[config.mk]
export PLATFORM = sky130hd
export DESIGN_NAME = instruction_fetch_flat
export DESIGN_NICKNAME = d
export VERILOG_FILES = /design/src/rtl/instruction_fetch_if.sv /design/src/rtl/instruction_fetch.sv /design/src/flat_wrapper.sv
export SDC_FILE = /design/constraint.sdc
export NUM_CORES = 1
export LEC_CHECK = 0
export CORE_ASPECT_RATIO = 0.5
export CORE_MARGIN = 2
export CORE_UTILIZATION = 53
export CTS_BUF_LIST = sky130_fd_sc_hd__clkbuf_8
export CTS_CLUSTER_SIZE = 14
export DETAILED_ROUTE_END_ITERATION = 12
export GPL_ROUTABILITY_DRIVEN = 0
export GPL_TIMING_DRIVEN = 0
export PLACE_DENSITY = 0.88
export SLEW_MARGIN = 30
export SYNTH_ARGS = -nofsm -noshare
export SYNTH_HDL_FRONTEND = slang
export SYNTH_SLANG_ARGS = --single-unit
[constraint.sdc]
create_clock -name clk -period 5.28 [get_ports clk]
set_input_delay 1.056 -clock clk [delete_from_list [all_inputs] [get_ports clk]]
set_output_delay 1.056 -clock clk [all_outputs]
set_load 0.01 [all_outputs]
[src/rtl/instruction_fetch_if.sv]
// Instruction-memory read port: single-outstanding req/gnt request phase and
// an rvalid/rdata response phase.
interface instruction_fetch_if;
    logic        req;
    logic [31:0] addr;
    logic        gnt;
    logic        rvalid;
    logic [31:0] rdata;

    modport master (
        output req,
        output addr,
        input  gnt,
        input  rvalid,
        input  rdata
    );

    modport slave (
        input  req,
        input  addr,
        output gnt,
        output rvalid,
        output rdata
    );
endinterface

[src/rtl/instruction_fetch.sv]
// Fetch stage: owns the fetch PC, issues one-at-a-time word reads and queues
// {pc, instruction} pairs for IF/ID, with redirect flush and stall backpressure.
module instruction_fetch #(
    parameter logic [31:0] RESET_PC    = 32'h0000_0000,
    parameter int          QUEUE_DEPTH = 2
) (
    input  logic                       clk,
    input  logic                       reset,
    input  logic                       stall,
    input  logic                       redirect,
    input  logic [31:0]                redirectPc,
    instruction_fetch_if.master        imem,
    output logic [31:0]                pcOutput,
    output logic [31:0]                instructionOutput,
    output logic                       validOutput
);
    localparam int PTR_W = $clog2(QUEUE_DEPTH);
    localparam int CNT_W = PTR_W + 1;

    localparam logic [1:0] ST_REQ  = 2'd0;
    localparam logic [1:0] ST_WAIT = 2'd1;
    localparam logic [1:0] ST_DROP = 2'd2;

    logic [1:0]       state_q, state_d;
    logic [31:0]      fetch_pc_q, fetch_pc_d;
    logic [31:0]      req_pc_q, req_pc_d;
    logic [PTR_W-1:0] wr_ptr_q, wr_ptr_d;
    logic [PTR_W-1:0] rd_ptr_q, rd_ptr_d;
    logic [CNT_W-1:0] count_q, count_d;

    logic [31:0] pc_mem_q    [QUEUE_DEPTH];
    logic [31:0] instr_mem_q [QUEUE_DEPTH];

    logic [CNT_W:0] occupancy;
    logic           credit;
    logic           req_w;
    logic           accept;
    logic           push;
    logic           pop;

    // An in-flight request reserves a slot so its response can always be queued.
    assign occupancy = {1'b0, count_q} + {{CNT_W{1'b0}}, (state_q == ST_WAIT)};
    assign credit    = occupancy < (CNT_W + 1)'(QUEUE_DEPTH);

    assign req_w     = (state_q == ST_REQ) & credit & ~redirect & ~reset;
    assign imem.req  = req_w;
    assign imem.addr = fetch_pc_q;

    assign accept      = req_w & imem.gnt;
    assign push        = (state_q == ST_WAIT) & imem.rvalid & ~redirect;
    assign validOutput = (count_q != '0);
    assign pop         = validOutput & ~stall & ~redirect;

    assign pcOutput          = validOutput ? pc_mem_q[rd_ptr_q]    : 32'h0;
    assign instructionOutput = validOutput ? instr_mem_q[rd_ptr_q] : 32'h0;

    always_comb begin
        state_d = state_q;
        unique case (state_q)
            ST_REQ: begin
                if (accept) state_d = ST_WAIT;
            end
            ST_WAIT: begin
                // A redirect without the response still owes one rvalid to drain.
                if (imem.rvalid)   state_d = ST_REQ;
                else if (redirect) state_d = ST_DROP;
            end
            ST_DROP: begin
                if (imem.rvalid) state_d = ST_REQ;
            end
            default: state_d = ST_REQ;
        endcase
    end

    always_comb begin
        fetch_pc_d = fetch_pc_q;
        req_pc_d   = req_pc_q;
        if (redirect) begin
            fetch_pc_d = {redirectPc[31:2], 2'b00};
        end else if (accept) begin
            fetch_pc_d = fetch_pc_q + 32'd4;
        end
        if (accept) req_pc_d = fetch_pc_q;
    end

    always_comb begin
        wr_ptr_d = wr_ptr_q;
        rd_ptr_d = rd_ptr_q;
        count_d  = count_q;
        if (redirect) begin
            wr_ptr_d = '0;
            rd_ptr_d = '0;
            count_d  = '0;
        end else begin
            if (push) wr_ptr_d = wr_ptr_q + PTR_W'(1);
            if (pop)  rd_ptr_d = rd_ptr_q + PTR_W'(1);
            unique case ({push, pop})
                2'b10:   count_d = count_q + CNT_W'(1);
                2'b01:   count_d = count_q - CNT_W'(1);
                default: count_d = count_q;
            endcase
        end
    end

    always_ff @(posedge clk or posedge reset) begin
        if (reset) begin
            state_q    <= ST_REQ;
            fetch_pc_q <= RESET_PC;
            req_pc_q   <= RESET_PC;
            wr_ptr_q   <= '0;
            rd_ptr_q   <= '0;
            count_q    <= '0;
        end else begin
            state_q    <= state_d;
            fetch_pc_q <= fetch_pc_d;
            req_pc_q   <= req_pc_d;
            wr_ptr_q   <= wr_ptr_d;
            rd_ptr_q   <= rd_ptr_d;
            count_q    <= count_d;
        end
    end

    // Payload storage needs no reset: nothing is visible until count_q says so.
    always_ff @(posedge clk) begin
        if (push) begin
            pc_mem_q[wr_ptr_q]    <= req_pc_q;
            instr_mem_q[wr_ptr_q] <= imem.rdata;
        end
    end

    overflow_a: assert property (@(posedge clk) disable iff (reset)
        !(push && (count_q == CNT_W'(QUEUE_DEPTH))));

endmodule

[src/flat_wrapper.sv]
// flat-port wrapper written by rule: the top's interface ports become plain ports
module instruction_fetch_flat 
#(
    parameter logic [31:0] RESET_PC    = 32'h0000_0000,
    parameter int          QUEUE_DEPTH = 2
)
  (clk, reset, stall, redirect, redirectPc, pcOutput, instructionOutput, validOutput, imem_req, imem_addr, imem_gnt, imem_rvalid, imem_rdata);
  instruction_fetch_if imem_i ();
  input  logic clk;
  input  logic reset;
  input  logic stall;
  input  logic redirect;
  input  logic [31:0] redirectPc;
  output logic [31:0] pcOutput;
  output logic [31:0] instructionOutput;
  output logic validOutput;
  output wire logic [$bits(imem_i.req)-1:0] imem_req;
  output wire logic [$bits(imem_i.addr)-1:0] imem_addr;
  input wire logic [$bits(imem_i.gnt)-1:0] imem_gnt;
  input wire logic [$bits(imem_i.rvalid)-1:0] imem_rvalid;
  input wire logic [$bits(imem_i.rdata)-1:0] imem_rdata;
  assign imem_req = imem_i.req;
  assign imem_addr = imem_i.addr;
  assign imem_i.gnt = imem_gnt;
  assign imem_i.rvalid = imem_rvalid;
  assign imem_i.rdata = imem_rdata;
  instruction_fetch #(.RESET_PC(RESET_PC), .QUEUE_DEPTH(QUEUE_DEPTH)) u_core (.clk(clk), .reset(reset), .stall(stall), .redirect(redirect), .redirectPc(redirectPc), .imem(imem_i), .pcOutput(pcOutput), .instructionOutput(instructionOutput), .validOutput(validOutput));
endmodule
Word-level counts from Yosys, hierarchy flattened:

Memories as Yosys holds them, arrays and structs flattened.
Index checks and enable logic that the tools add are counted.

* input port bits: 70
* word-level logic and storage cells: 57
* memories kept: 2
* RAM bits: 128
* output and inout port bits: 98
* flip-flop bits (word level): 70

* reductions and logical operators: 7
* eq/ne operators: 7
* add/subtract/negate cells: 6
* mux-type cells: 17
* bitwise operators: 11
* $lt $le $gt $ge: 1

Memory list
* u_core.instr_mem_q: words 2, bits a word 32, read ports 1, clocked after Yosys merged registers in 0, write ports 1, line instruction_fetch.sv:32 `logic [31:0] instr_mem_q [QUEUE_DEPTH];`
* u_core.pc_mem_q: words 2, bits a word 32, read ports 1, clocked after Yosys merged registers in 0, write ports 1, line instruction_fetch.sv:31 `logic [31:0] pc_mem_q [QUEUE_DEPTH];`

Operator list (number)
* 2-to-1 mux 32 bit: 4
* adder 32 x 3 -> 32 bit (second input constant): 1
* 2-to-1 mux 2 bit: 5
* AND 1 bit: 8
* nonzero test 2 bit: 4
* 2-to-1 mux 1 bit: 6
* case mux 2 bit (3 select lines): 1
* == test 2 x 1 -> 1 bit (second input constant): 2
* == test 2 bit (second input constant): 2
* case mux 2 bit (2 select lines): 1
* adder 2 x 1 -> 3 bit: 1
* less-than comparator 3 x 2 -> 1 bit (second input constant): 1
* inequality test 3 bit (second input constant): 1
* inverter 1 bit: 3
* AND reduction 3 bit: 1
* nonzero test 3 bit: 1
* adder 1 bit (second input constant): 2
* adder 2 x 1 -> 2 bit (second input constant): 1
* logical NOT 2 bit: 1
* inequality test 2 x 1 -> 1 bit (second input constant): 1
* inequality test 2 bit (second input constant): 1
* subtractor 2 x 1 -> 2 bit (second input constant): 1

Depth between registers and ports, before layout:

Gate-level depths: netlist of the first run.

* depth in word-level cells: 9
* depth in mapped cells: 8

Worst setup path after synthesis of the first run:

Ideal clock, no wire load.

* path kind: input port to flip-flop
* from: input redirect
* to: memory u_core.instr_mem_q[0][0], enable pin
* data arrival time: 3944 ps
* stages: 2
* slack: 853 ps
* cells stage by stage: nand4bb_1 > nor2_1

* word-level cells in the longest chain between the ends: 4

RTL lines
* from (decl): line flat_wrapper.sv:12 `input logic redirect;`
* inverter 1 bit: line instruction_fetch.sv:50 `assign push = (state_q == ST_WAIT) & imem.rvalid & ~redirect;`
* AND 1 bit: line instruction_fetch.sv:50
* 2-to-1 mux 1 bit: line instruction_fetch.sv:125 `if (push) begin`
* 2-to-1 mux 1 bit (not written as such): line instruction_fetch.sv:127 `instr_mem_q[wr_ptr_q] <= imem.rdata;`
* to (decl): line instruction_fetch.sv:32

Every way passes these cells.

Final worst setup path of the first run:

* from: input redirect
* to: output imem_req

* word-level cells in the longest chain between the ends: 3

RTL lines
* inverter 1 bit: line instruction_fetch.sv:45 `assign req_w = (state_q == ST_REQ) & credit & ~redirect & ~reset;`
* AND 1 bit (2 in series): line instruction_fetch.sv:45
* to (decl): line flat_wrapper.sv:17 `output wire logic [$bits(imem_i.req)-1:0] imem_req;`

Every way passes these cells.

==> results.cfg, run 1 <==
[sta]
hold_violations = 0
tightest_slew_ps = 781.6
rsz0062_at_grt = false
skew_ps = 15.02
max_freq_mhz = 251.4
period_needed_ps = 3978
drv_slew = 0
period_share = 0.7534
slew_headroom = 0.4770
finalSetupViolCount = 0

[clock_tree]
cts_setup_buffers = 0
clock-sinks = 190
clk_latency_ps = 460
clk_path_buf_depth = 2
holdBufCountCts = 0
cts_resized = 0
clk_pin_slew_ps = 90
h-tree-depth = 4
cts-root-buf = clkbuf_8
numCtsBuffers = 17
cts_tree = done

[drt]
viasPerCell = 5.648
firstDrtPassIters = 7
drt_iter0_drc = 582
finalWirelength_um = 18770
antenna_left = 0
drc = 0
routedWlPerCell_um = 18.14
vias = 5846

[floorplan]
rows = 31
dieArea_mm2 = 0.01595
start_util = 0.5442
fp.dieH_um = 90.30
core_area_mm2 = 0.01451
io_pins = 168
fp.dieW_um = 176.6

[final_layout]
syn_to_final_growth_pct = 30.72
num_antenna_cells = 0
finalNonFillerCells = 1035
drive_above_1_share = 0.06093
nNetsFinal = 895

[place]
placedCellCount = 1003
portBuffers = 161
dp_hpwl_um = 13200

[hold_path]
hp-class = register to register

[yosys]
synth.avg_cell_area_um2 = 12.41
ys_top_cells_by_count = edfxtp_1, nand2_1, nor2_1, dfrtp_1, mux2i_1
async_flop_share = 0.3474
syn_area_mm2 = 0.007894
synthAdderAreaFrac = 0.001585
synth_cell_types = 49
synth_top_family_by_area = simple AND/OR/NAND/NOR gates
synth_most_common_cell = edfxtp_1
synth.top_cell.area_share = 0.4717
synth_top_flop_cell = edfxtp_1
synth-simple-area-share = 0.1412
yosysTopAreaCell = edfxtp_1
synth_mux_area_frac = 0.08528
synth_warnings = 0
yosys_register_bits = 190
netlist_top_cells_area = edfxtp_1, dfrtp_1, mux2i_1
netlist_instances = 636
synthXorXnorAreaFrac = 0.004438
synth-seq-area-share = 0.6809
synth_compound_area_frac = 0.06023
synth_edf_count = 124

[run_status]
status = complete, no violations

[power_and_ir_drop]
peakVddDrop_v = 0.0001630
total_power_w = 0.003088
power.density_mw_per_mm2 = 299.3
p_leak_nw = 3.704

[grt]
gr-total-overflow = 0
gr-usage-all-layers = 0.2442
antenna_found_initial = 0
grt_pass1_wl_um = 30100
grt_max_degree = 52
grt_pass1_vias = 5856

[critical_path]
endpoint_kind = output pin
start_kind = input port
cp.arrival_ps = 2920
critPathKind = input port to output pin
cp.required_ps = 4220
crit_path_max_fanout = 6

[job]
cap_violations = 0
-- path summary, 6_finish.rpt --
path,startpoint,end,slack (ps),depth (start not counted)
min reg2reg,u_core.req_pc_q[2],u_core.pc_mem_q[0][2],490,0
max in group asynchronous,reset,u_core.req_pc_q[19],3800,3
max,redirect,imem_req,1300,4
max reg2reg,u_core.state_q[0],u_core.imem.addr[29],2540,8
min in group asynchronous,reset,u_core.req_pc_q[4],970,2
min,u_core.req_pc_q[2],u_core.pc_mem_q[0][2],490,0
-- final cells by class --
| cell class | instances | area [um^2] |
|---|---|---|
| Clock buffer | 17 | 234.0 |
| Clock inverter | 15 | 165.2 |
| Multi-Input combinational cell | 403 | 2341 |
| Timing Repair Buffer | 166 | 1749 |
| Fill cell | 963 | 4188 |
| Sequential cell | 190 | 5375 |
| Inverter | 8 | 32.53 |
| Buffer | 38 | 173.9 |
| Tap cell | 198 | 247.7 |
-- cell usage in the layout (no fill, tap or decap), types with 5 or more instances in the layout --
cell	n
a221o_1	5
a31oi_1	5
buf_1	7
buf_16	5
clkbuf_1	24
clkbuf_8	17
clkdlybuf4s50_1	161
dfrtp_1	66
edfxtp_1	124
inv_1	9
mux2i_1	65
nand2_1	123
nand3_1	12
nand4_1	8
nor2_1	81
nor3_1	5
nor4_1	6
o211ai_1	5
o21ai_0	21
o311ai_0	14
or3_1	5
or4_1	6
-- metrics by stage --
step / util / hold WS [ps] / TNS, ps / setup slack, ps / cell area, um^2
2_1_floorplan: - / 441.9 / 0 / 853.4 / 7905
3_3_place_gp: 0.6731 / 451.6 / -124950 / -1012 / 9764
3_5_place_dp: 0.6838 / 473.2 / 0 / 1359 / 9920
4_1_cts: 0.7113 / 495.5 / 0 / 1302 / 10320
5_1_grt: 0.7113 / 503.9 / 0 / 1177 / 10320
6_report: 0.7113 / 492.0 / 0 / 1302 / 10320
-- per-layer routing --
| metal | up-vias | global-route usage | part of all wire |
|---|---|---|---|
| li1 | 2678 | - | - |
| met1 | 2827 | 0.3243 | 0.42 |
| met2 | 300 | 0.3988 | 0.49 |
| met3 | 41 | 0.05093 | 0.075 |
| met4 | 0 | 0.09366 | 0.022 |
| met5 | - | 0 | 0 |
-- state kept, by name, summed over array words and instances (netlist names) --
name	flops
u_core.wr_ptr_q	1
u_core.imem.addr	30
u_core.req_pc_q	30
u_core.instr_mem_q	64
u_core.rd_ptr_q	1
u_core.count_q	2
u_core.pc_mem_q	60
u_core.state_q	2
-- kinds of logic after synthesis --
group / after synthesis
mux: 67
simple gates: 260
flops: 190
xor+xnor: 4
other cells: 1
compound gates: 67
buf+inv: 46
fa+ha+maj: 1
-- where the power goes --
part	leakage (nW)	internal, W	total [W]	switching, W
clock network	0.203	0.000428	0.000957	0.000529
registers	1.95	0.00169	0.00179	0.000101
logic	1.55	0.000173	0.000337	0.000164
-- worst max-delay path, stage by stage --
cell	delay (ps)
clkdlybuf4s50_1	530
or2_2	390
nor4_1	330
clkdlybuf4s50_1	610
Note: power is estimated with default switching activity, not from simulation.
==> inputs of run 2 (changes only) <==
==> constraint.sdc (replaced) <==
create_clock -name clk -period 4 [get_ports clk]
set_input_delay 0.8 -clock clk [delete_from_list [all_inputs] [get_ports clk]]
set_output_delay 0.8 -clock clk [all_outputs]
set_load 0.01 [all_outputs]
==> results of run 2 <==
Same layout as run 1 (identical final DEF). Status: complete, no violations.
Among the figures that moved: setup slack after placement 1359 ps -> 462.2 ps; clock-pin slew on the worst setup and hold paths 90 ps -> 100 ps; setup slack after layout 1302 ps -> 341.1 ps; start point of the critical path redirect -> u_core.rd_ptr_q; end point of the critical path imem_req -> pcOutput[6]; register-to-register setup slack 2540 ps -> 1260 ps; total power 0.003088 W -> 0.004076 W; worst IR drop on VDD 0.0001630 V -> 0.0002151 V
